<file path="src/rtl/gpio_sweep_ctrl.sv">
// gpio_sweep_ctrl: one-hot sweep sequencer for the breakout GPIO pads.
// Walks a programmable pin window with a programmable dwell time and pass count.
// It has start/stop/pause control and reports busy, done and a sticky config-error flag.
// Optional macro BOUNCE_MODE_EN adds a `bounce` input that makes each pass
// ping-pong first->last->first instead of ascending only.
module gpio_sweep_ctrl #(
    parameter int NUM_PINS      = 34,
    parameter int CYCLES_PER_MS = 10000,
    parameter int CNT_W         = 28
) (
    input  logic                clk,
    input  logic                nrst,
    input  logic                en,
    input  logic                start,
    input  logic                stop,
    input  logic                pause,
    input  logic [13:0]         prescaler,
    input  logic [5:0]          first_pin,
    input  logic [5:0]          last_pin,
    input  logic [7:0]          repeat_cnt,
`ifdef BOUNCE_MODE_EN
    input  logic                bounce,
`endif
    output logic [NUM_PINS-1:0] gpio_out,
    output logic [NUM_PINS-1:0] gpio_oeb,
    output logic                done,
    output logic                busy,
    output logic                cfg_err,
    output logic [5:0]          cur_pin
);

    typedef enum logic [1:0] {S_IDLE, S_RUN, S_PAUSE, S_DONE} state_t;

    state_t           r_state, w_state_nxt;
    logic [CNT_W-1:0] r_cnt, w_cnt_nxt;
    logic [CNT_W-1:0] r_term, w_term_nxt;
    logic [5:0]       r_pin, w_pin_nxt;
    logic [5:0]       r_first, w_first_nxt;
    logic [5:0]       r_last, w_last_nxt;
    logic [7:0]       r_passes, w_passes_nxt;
    logic             r_cfg_err, w_cfg_err_nxt;
    logic             r_bounce, w_bounce_nxt;
    logic             r_down, w_down_nxt;

    logic             w_bounce_in;
    logic             w_start_ok;
    logic             w_tick;
    logic             w_pass_end;
    logic [CNT_W-1:0] w_dwell;

`ifdef BOUNCE_MODE_EN
    assign w_bounce_in = bounce;
`else
    assign w_bounce_in = 1'b0;
`endif

    // Dwell length in cycles, formed at counter width; the latched value is
    // the terminal count (length - 1).
    assign w_dwell    = CNT_W'(prescaler) * CNT_W'(CYCLES_PER_MS);
    assign w_start_ok = (prescaler != 14'd0) && (first_pin <= last_pin) &&
                        (last_pin <= 6'(NUM_PINS - 1));
    assign w_tick     = (r_cnt == r_term);

    // State and datapath registers.
    always_ff @(posedge clk or negedge nrst) begin
        if (!nrst) begin
            r_state   <= S_IDLE;
            r_cnt     <= '0;
            r_term    <= '0;
            r_pin     <= '0;
            r_first   <= '0;
            r_last    <= '0;
            r_passes  <= '0;
            r_cfg_err <= 1'b0;
            r_bounce  <= 1'b0;
            r_down    <= 1'b0;
        end else begin
            r_state   <= w_state_nxt;
            r_cnt     <= w_cnt_nxt;
            r_term    <= w_term_nxt;
            r_pin     <= w_pin_nxt;
            r_first   <= w_first_nxt;
            r_last    <= w_last_nxt;
            r_passes  <= w_passes_nxt;
            r_cfg_err <= w_cfg_err_nxt;
            r_bounce  <= w_bounce_nxt;
            r_down    <= w_down_nxt;
        end
    end

    // Next-state logic; priority is en low, then stop, then pause, then the dwell tick.
    always_comb begin
        w_state_nxt   = r_state;
        w_cnt_nxt     = r_cnt;
        w_term_nxt    = r_term;
        w_pin_nxt     = r_pin;
        w_first_nxt   = r_first;
        w_last_nxt    = r_last;
        w_passes_nxt  = r_passes;
        w_cfg_err_nxt = r_cfg_err;
        w_bounce_nxt  = r_bounce;
        w_down_nxt    = r_down;
        w_pass_end    = 1'b0;

        if (!en || stop) begin
            w_state_nxt  = S_IDLE;
            w_cnt_nxt    = '0;
            w_pin_nxt    = '0;
            w_passes_nxt = '0;
            w_down_nxt   = 1'b0;
        end else begin
            case (r_state)
                S_IDLE: begin
                    if (start) begin
                        if (w_start_ok) begin
                            w_state_nxt   = S_RUN;
                            w_term_nxt    = w_dwell - CNT_W'(1);
                            w_first_nxt   = first_pin;
                            w_last_nxt    = last_pin;
                            w_pin_nxt     = first_pin;
                            w_passes_nxt  = repeat_cnt;
                            w_bounce_nxt  = w_bounce_in;
                            w_down_nxt    = 1'b0;
                            w_cnt_nxt     = '0;
                            w_cfg_err_nxt = 1'b0;
                        end else begin
                            w_cfg_err_nxt = 1'b1;
                        end
                    end
                end
                S_RUN, S_PAUSE: begin
                    if (pause) begin
                        // Freeze everything, including a pending tick at the terminal count.
                        w_state_nxt = S_PAUSE;
                    end else begin
                        // The cycle in which pause is released already runs as a dwell cycle.
                        w_state_nxt = S_RUN;
                        if (w_tick) begin
                            w_cnt_nxt = '0;
                            if (r_down) begin
                                if (r_pin != r_first) w_pin_nxt = r_pin - 6'd1;
                                else                  w_pass_end = 1'b1;
                            end else if (r_pin != r_last) begin
                                w_pin_nxt = r_pin + 6'd1;
                            end else if (r_bounce && (r_first != r_last)) begin
                                // Turn around without repeating the top pin.
                                w_down_nxt = 1'b1;
                                w_pin_nxt  = r_pin - 6'd1;
                            end else begin
                                w_pass_end = 1'b1;
                            end
                            if (w_pass_end) begin
                                w_down_nxt = 1'b0;
                                if (r_passes != 8'd0) begin
                                    w_passes_nxt = r_passes - 8'd1;
                                    w_pin_nxt    = r_first;
                                end else begin
                                    w_state_nxt = S_DONE;
                                end
                            end
                        end else begin
                            w_cnt_nxt = r_cnt + CNT_W'(1);
                        end
                    end
                end
                S_DONE: begin
                    // Start in this cycle is dropped on purpose.
                    w_state_nxt  = S_IDLE;
                    w_pin_nxt    = '0;
                    w_passes_nxt = '0;
                end
                default: w_state_nxt = S_IDLE;
            endcase
        end
    end

    // Pad and status outputs, combinational from registered state.
    assign busy     = (r_state == S_RUN) || (r_state == S_PAUSE);
    assign done     = en && (r_state == S_DONE);
    assign cfg_err  = r_cfg_err;
    assign cur_pin  = r_pin;
    assign gpio_oeb = en ? '0 : '1;
    assign gpio_out = (en && busy) ? (NUM_PINS'(1) << r_pin) : '0;

endmodule

</file>
<file path="config.mk">
export PLATFORM = sky130hd
export DESIGN_NAME = gpio_sweep_ctrl
export DESIGN_NICKNAME = d
export VERILOG_FILES = /design/src/rtl/gpio_sweep_ctrl.sv
export SDC_FILE = /design/constraint.sdc
export NUM_CORES = 1
export LEC_CHECK = 0
export ABC_CLOCK_PERIOD_IN_PS = 3400
export CAP_MARGIN = 20
export CELL_PAD_IN_SITES_DETAIL_PLACEMENT = 1
export CELL_PAD_IN_SITES_GLOBAL_PLACEMENT = 2
export CORE_MARGIN = 2
export CORE_UTILIZATION = 34
export CTS_CLUSTER_DIAMETER = 60
export DETAILED_ROUTE_END_ITERATION = 8
export GPL_TIMING_DRIVEN = 0
export PLACE_DENSITY = 0.78
export SETUP_SLACK_MARGIN = 0.3
export SYNTH_ARGS = -nofsm -noshare
export SYNTH_HDL_FRONTEND = slang
export SYNTH_SLANG_ARGS = --single-unit
</file>
<file path="constraint.sdc">
create_clock -name clk -period 3.4 [get_ports clk]
set_input_delay 0.51 -clock clk [delete_from_list [all_inputs] [get_ports clk]]
set_output_delay 0.51 -clock clk [all_outputs]
set_load 0.005 [all_outputs]
</file>
==> flow_summary.json, run 1 <==
{
  "ys_ff_latch": 82,
  "cellPowerDensity_nw_per_um2": 708,
  "grt_start_max_net_pins": 66,
  "maxSlewHeadroom": 0.621,
  "synthCells": 891,
  "fin_crit_sh": 1.41,
  "die_h_um": 156,
  "timing.final.ws_setup_ns": -1.39,
  "avgSynthCellArea_sq_um": 8.77,
  "die_area_sq_um": 24200,
  "drive_above_1_share": 0.284,
  "pin_count": 117,
  "crit_family": "adder cells",
  "violations": "setup timing",
  "clk_latency_ns": 0.34,
  "grt_pass1_wl_um": 37800,
  "holdBufCountCts": 0,
  "gp_congestion": 0.773,
  "yosysMostFrequentCell": "nor2_1",
  "fp-row-count": 55,
  "maxCapViolCount": 0,
  "worst-path-buf-inv": 6,
  "ir_drop_mv": 0.457,
  "post-dp-hpwl_um": 17400,
  "grt_pass1_vias": 7157,
  "syn_area_sq_um": 7810,
  "multi_input_area_sq_um": 5970,
  "port_buffers": 116,
  "path_clk_slew_ns": 0.07,
  "setup_viol": 14,
  "p_leak_nw": 4.88,
  "tightest_slew_ns": 0.568,
  "wl_per_cell_um": 17.1,
  "firstDrtPassIters": 4,
  "synth_edf_count": 0,
  "layout.nets": 1237,
  "grt_overflow_total": 0,
  "ys_seq_area_frac": 0.263,
  "finClkSkew_ns": 0.00905,
  "cpPeakStageDelay_ns": 0.55,
  "path_max_fanout": 4,
  "synth_warnings": 0,
  "synthTopCellsByCount": "121 x nor2_1, 95 x inv_1, 90 x ha_1",
  "n_fill_cell": 2559,
  "pwr-share-clk": 0.123,
  "cts.sinks": 82,
  "power_frac_seq": 0.167,
  "syn_to_final_growth_pct": 43.9,
  "synth.top_cell.area_share": 0.263,
  "num_vias": 6804,
  "combPwrFrac": 0.709,
  "r2r-start": "r_cnt[13]",
  "required_ns": 3.62,
  "n_antenna_cell": 0,
  "ant_nets": 0,
  "antenna_found_initial": 0,
  "final_core_util": 0.498,
  "h-tree-depth": 3,
  "setup.worst_path.start": "prescaler[7]",
  "drt_iter0_markers": 222,
  "cts_tree": "done",
  "cp_slowest_cell": "fa_1",
  "period_needed_ns": 4.79,
  "worst-setup-path-type": "primary input to register",
  "core_area_sq_um": 22600,
  "die_w_um": 156,
  "cp-end-kind": "register",
  "hold_viol_final": 0,
  "initial_utilization": 0.346,
  "fmax_mhz": 209,
  "synth.area.top_cells": "dfrtp_1 26%, ha_1 14%, fa_1 7.4%",
  "slew_viol_final": 0,
  "hp-class": "primary input to async pin",
  "place_area_sq_um": 9640,
  "swShare": 0.419,
  "cts_made_buffers": 9,
  "status": "finished with violations",
  "post-route-drc-count": 0,
  "clockBufferDepth": 2,
  "ys_types": 72,
  "synthesis.nets": 1050,
  "switching_power_w": 0.00334,
  "cts_root_buf": "clkbuf_16",
  "rsz0062_at_grt": "yes",
  "vias_per_cell": 4.97,
  "routed_wl_um": 23300,
  "synth_top_flop_cell": "dfrtp_1",
  "arrival_ns": 5.02,
  "intPower_w": 0.00463,
  "seq_area_sq_um": 2050,
  "cp-start-kind": "primary input",
  "cpMostUsedCell": "fa_1",
  "yosys.area.top_type": "dfrtp_1",
  "fin_area_sq_um": 11200,
  "grt_use_total": 0.195,
  "worstPathCellList": "buf_12 > inv_4 > fa_1 > inv_2 > ha_4 > fa_1 > ha_1 > inv_1 > fa_1 > inv_2 > ha_4 > a21oi_4 > nor2_1 > a211o_1 > or2_4 > buf_4 > o31ai_4 > o21ai_1 > xnor2_2 > xnor2_2 > mux2_4",
  "synthArstFlopShare": 1.00
}
[cells by family (layout without fill, tap and decap cells)]
logic type | count (synthesis) | in the layout | synth area share
adder cells (fa/ha/maj) | 119 | 119 | 0.219
flip-flops | 82 | 82 | 0.263
XOR/XNOR | 89 | 89 | 0.0998
buffers and inverters | 153 | 345 | 0.0924
AO/OA/AOI/OAI | 149 | 149 | 0.128
multiplexers | 16 | 16 | 0.0234
AND/OR/NAND/NOR | 283 | 283 | 0.176
[per-stage QoR]
stage / hold WS, ns / worst slack [ns] / power (W) / std cells / TNS, ns
6_report: 0.0433 / -1.39 / 0.00796 / 1368 / -14.56
3_5_place_dp: 0.415 / -2.86 / 0.00512 / 1293 / -71.85
2_1_floorplan: 0.214 / -1.46 / 0.00431 / 891 / -14.44
5_1_grt: 0.0485 / -1.60 / 0.00856 / 1368 / -17.14
3_3_place_gp: 0.479 / -2.78 / 0.00505 / 1292 / -184.33
4_1_cts: 0.0384 / -1.35 / 0.00736 / 1347 / -14.09
[worst reg2reg max path: stages (launching register included)]
cell and delay, ns:
dfrtp_1 0.45, xnor2_1 0.26, nand4_1 0.15, nor4_1 0.30, nand4_1 0.35, o21ai_1 0.40
nand2_4 0.15, a21o_4 0.23, buf_4 0.17, o21ai_0 0.14, o21ai_0 0.10
[cell type report]
type | count | share of cell area
Multi-Input combinational cell | 656 | 0.531
Sequential cell | 82 | 0.183
Timing Repair Buffer | 175 | 0.156
Buffer | 58 | 0.0367
Inverter | 95 | 0.0349
Tap cell | 285 | 0.0317
Clock buffer | 13 | 0.0249
Clock inverter | 3 | 0.00189
Timing Repair inverter | 1 | 0.000668
[sequential cells by signal, indices dropped and copies added (netlist names)]
signal	flops
r_cnt	28
r_term	25
r_passes	8
cur_pin	6
r_first	6
r_last	6
r_state	2
cfg_err	1
[routing by layer]
metal	part of all wire	global-route usage	vias up
met5	0	0	-
met4	0.016	0.0481	0
met3	0.027	0.0222	19
met2	0.51	0.355	108
met1	0.44	0.245	3348
li1	-	-	3329
[power by group through the flow]
stage | logic [W] | clock network (W) | registers (W)
floorplan | 0.00301 | 0 | 0.00130
global placement | 0.00370 | 0 | 0.00135
detailed placement | 0.00376 | 0 | 0.00135
CTS | 0.00501 | 0.00101 | 0.00134
global route | 0.00616 | 0.00105 | 0.00136
finish | 0.00565 | 0.000983 | 0.00133
[final timing paths]
| path | endpoint | slack (ns) | cells after the start |
|---|---|---|---|
| setup / recovery | r_term[26] | -1.39 | 21 |
| hold / removal | r_last[0] | 0.04 | 1 |
| setup reg to reg | r_passes[7] | 0.57 | 10 |
| hold reg to reg | r_term[3] | 0.50 | 1 |
| max in group asynchronous | r_cnt[9] | 2.73 | 2 |
| min in group clk | r_last[3] | 0.48 | 2 |
[cells in the final DEF, fill, tap and decap left out, types with 7 or more instances in the layout]
master           instances
buf_4                   76
clkbuf_16                9
nand2_1                 51
nand3_1                 13
dfrtp_1                 82
buf_12                   7
clkdlybuf4s50_1         90
nor2b_1                  7
mux2_2                  14
fa_1                    26
o21ai_0                 28
xnor2_2                 13
nand2b_1                10
inv_1                   65
clkbuf_2                11
clkbuf_8                 7
buf_6                   21
inv_2                   20
ha_1                    66
clkbuf_1                 8
xnor2_1                 44
nor2_1                 117
and3_1                   8
a21o_1                   7
ha_4                    23
a21oi_1                 36
dlymetal6s2s_1           8
xor2_1                  24
nand4_1                 13
[what timing repair did]
| action | 4_1_cts | 5_1_grt |
|---|---|---|
| gates resized for setup | 216 | 69 |
| endpoints found under the setup margin | 74 | 96 |
| pin swaps | 58 | 37 |
| buffers inserted | 37 | 21 |
| gates cloned | 1 | 0 |
Note: power is estimated with default switching activity, not from simulation.
==> inputs of run 2 (changes only) <==
ABC_CLOCK_PERIOD_IN_PS = 5400   (was 3400)
clock period = 5.4 ns   (was 3.4 ns; I/O delays follow)
==> run 2 against run 1 <==
The run now ends clean. Non-clock buffer count decreased by 19. Clock-buffer cell count decreased by 2. Clock skew increased by 0.0028 ns. Final cell count decreased by 1.5%.
==> flow_summary.json, run 2 (synthesized netlist as in run 1, its figures left out) <==
{
  "status": "finished, final reports clean",
  "grt_pass1_wl_um": 35300,
  "grt_overflow_total": 0,
  "gp_congestion": 0.755,
  "period_needed_ns": 5.09,
  "port_buffers": 116,
  "cp-end-kind": "register",
  "die_area_sq_um": 24200,
  "required_ns": 5.61,
  "largest_reg_flops": 28,
  "die_h_um": 156,
  "cts_root_buf": "clkbuf_16",
  "r2r_slack_ns": 2.20,
  "hold_viol_final": 0,
  "holdWs_ns": 0.324,
  "ir_drop_mv": 0.230,
  "post-route-drc-count": 0,
  "worst-setup-path-type": "primary input to register",
  "routed_wl_um": 21700,
  "p_leak_nw": 4.58,
  "cts_made_buffers": 9,
  "path_max_fanout": 5,
  "setup_viol": 0,
  "grt_use_total": 0.180,
  "wl_per_cell_um": 16.1,
  "layout_commonest_cell": "nor2_1",
  "p_total_w": 0.00444,
  "firstDrtPassIters": 4,
  "fin_crit_sh": 0.943,
  "cpMostUsedCell": "fa_1",
  "fp-row-count": 55,
  "num_vias": 6628,
  "grt_start_max_net_pins": 69,
  "rsz0062_at_grt": "yes",
  "worstPathCellList": "buf_12 > inv_6 > fa_1 > inv_2 > ha_4 > fa_1 > ha_1 > inv_1 > fa_1 > inv_2 > ha_4 > buf_6 > o21a_1 > o21bai_2 > o21ba_4 > or2_4 > a311oi_4 > xnor2_2 > buf_4 > nor4_4 > xnor2_2 > a21oi_1",
  "syn_to_final_growth_pct": 34.4,
  "n_antenna_cell": 0,
  "drive_above_1_share": 0.210,
  "grt_pass1_vias": 6757,
  "drt_iter0_markers": 187,
  "arrival_ns": 5.31,
  "die_w_um": 156,
  "top_register": "r_cnt",
  "maxCapViolCount": 0,
  "holdBufCountCts": 0,
  "initial_utilization": 0.346,
  "fmax_mhz": 196,
  "ant_nets": 0,
  "cpPeakStageDelay_ns": 0.55,
  "core_area_sq_um": 22600,
  "pin_count": 117,
  "cts_tree": "done",
  "cellPowerDensity_nw_per_um2": 423,
  "antenna_found_initial": 0,
  "mostFrequentLayoutCells": "118 x nor2_1, 101 x clkdlybuf4s50_1, 82 x dfrtp_1",
  "cp-start-kind": "primary input",
  "h-tree-depth": 3,
  "n_fill_cell": 2573,
  "vias_per_cell": 4.92,
  "cts.sinks": 82,
  "post-dp-hpwl_um": 17100,
  "tightest_slew_ns": 0.968,
  "maxSlewHeadroom": 0.354,
  "clockBufferDepth": 2,
  "finClkSkew_ns": 0.0118,
  "reg.largest.list": "r_cnt (28), r_term (25), r_passes (8)",
  "path_clk_slew_ns": 0.07,
  "slew_viol_final": 0,
  "hp-class": "primary input to async pin",
  "clk_latency_ns": 0.35,
  "cp_slowest_cell": "fa_1",
  "layout.nets": 1217
}
## run 2: worst paths after layout
path | endpoint | startpoint | cells after the start
min in group clk | r_term[3] | r_term[3] | 1
max in group asynchronous | r_cnt[1] | nrst | 2
setup / recovery | r_term[25] | prescaler[8] | 22
hold reg to reg | r_term[3] | r_term[3] | 1
hold / removal | r_first[1] | nrst | 1
setup reg to reg | r_passes[6] | r_cnt[0] | 11
## run 2: layout make-up
class / count / area (sq um) / share of cell area
Timing Repair Buffer: 156 / 1510 / 0.144
Clock buffer: 11 / 253 / 0.0241
Inverter: 95 / 379 / 0.0361
Tap cell: 285 / 357 / 0.0340
Buffer: 58 / 375 / 0.0358
Sequential cell: 82 / 2050 / 0.195
Clock inverter: 5 / 38.8 / 0.00370
Multi-Input combinational cell: 656 / 5530 / 0.527
## run 2: timing repair
item,4_1_cts,5_1_grt
hold endpoints to repair,0,0
pin swaps,27,51
resized for setup,116,64
setup buffers,22,17
setup endpoints to repair,12,7
## run 2: report_power, final
group,internal [W],total [W],switching [W]
logic,0.00147,0.00300,0.00152
clock network,0.000338,0.000600,0.000262
registers,0.000741,0.000840,0.0000993
total,0.00255,0.00444,0.00188
## run 2: per-layer routing
layer / wire [um] / up-vias / share of wire / GRT usage
li1: - / 3293 / - / -
met1: 10100 / 3216 / 0.47 / 0.238
met2: 10800 / 106 / 0.50 / 0.321
met3: 543 / 13 / 0.025 / 0.0144
met4: 210 / 0 / 0.0097 / 0.0419
met5: 0 / - / 0 / 0
## run 2: per-stage QoR
stage                     std cells  utilization  area [sq um]  setup WS (ns)  TNS, ns
after global placement         1292        0.418          9430         -0.925    -6.94
after detailed placement       1293        0.419          9460         -0.979    -7.81
final                          1348        0.465         10500          0.307        0
after floorplan                 891            -          7910          0.235        0
after CTS                      1331        0.449         10100          0.300        0
after global routing           1348        0.465         10500          0.160        0
## run 2: critical path: cells and delay by family
family | cells | cell delay (ns)
fa+ha+maj | 6 | 2.20
compound gates | 5 | 0.85
xor+xnor | 2 | 0.31
simple gates | 2 | 0.56
buf+inv | 7 | 0.58
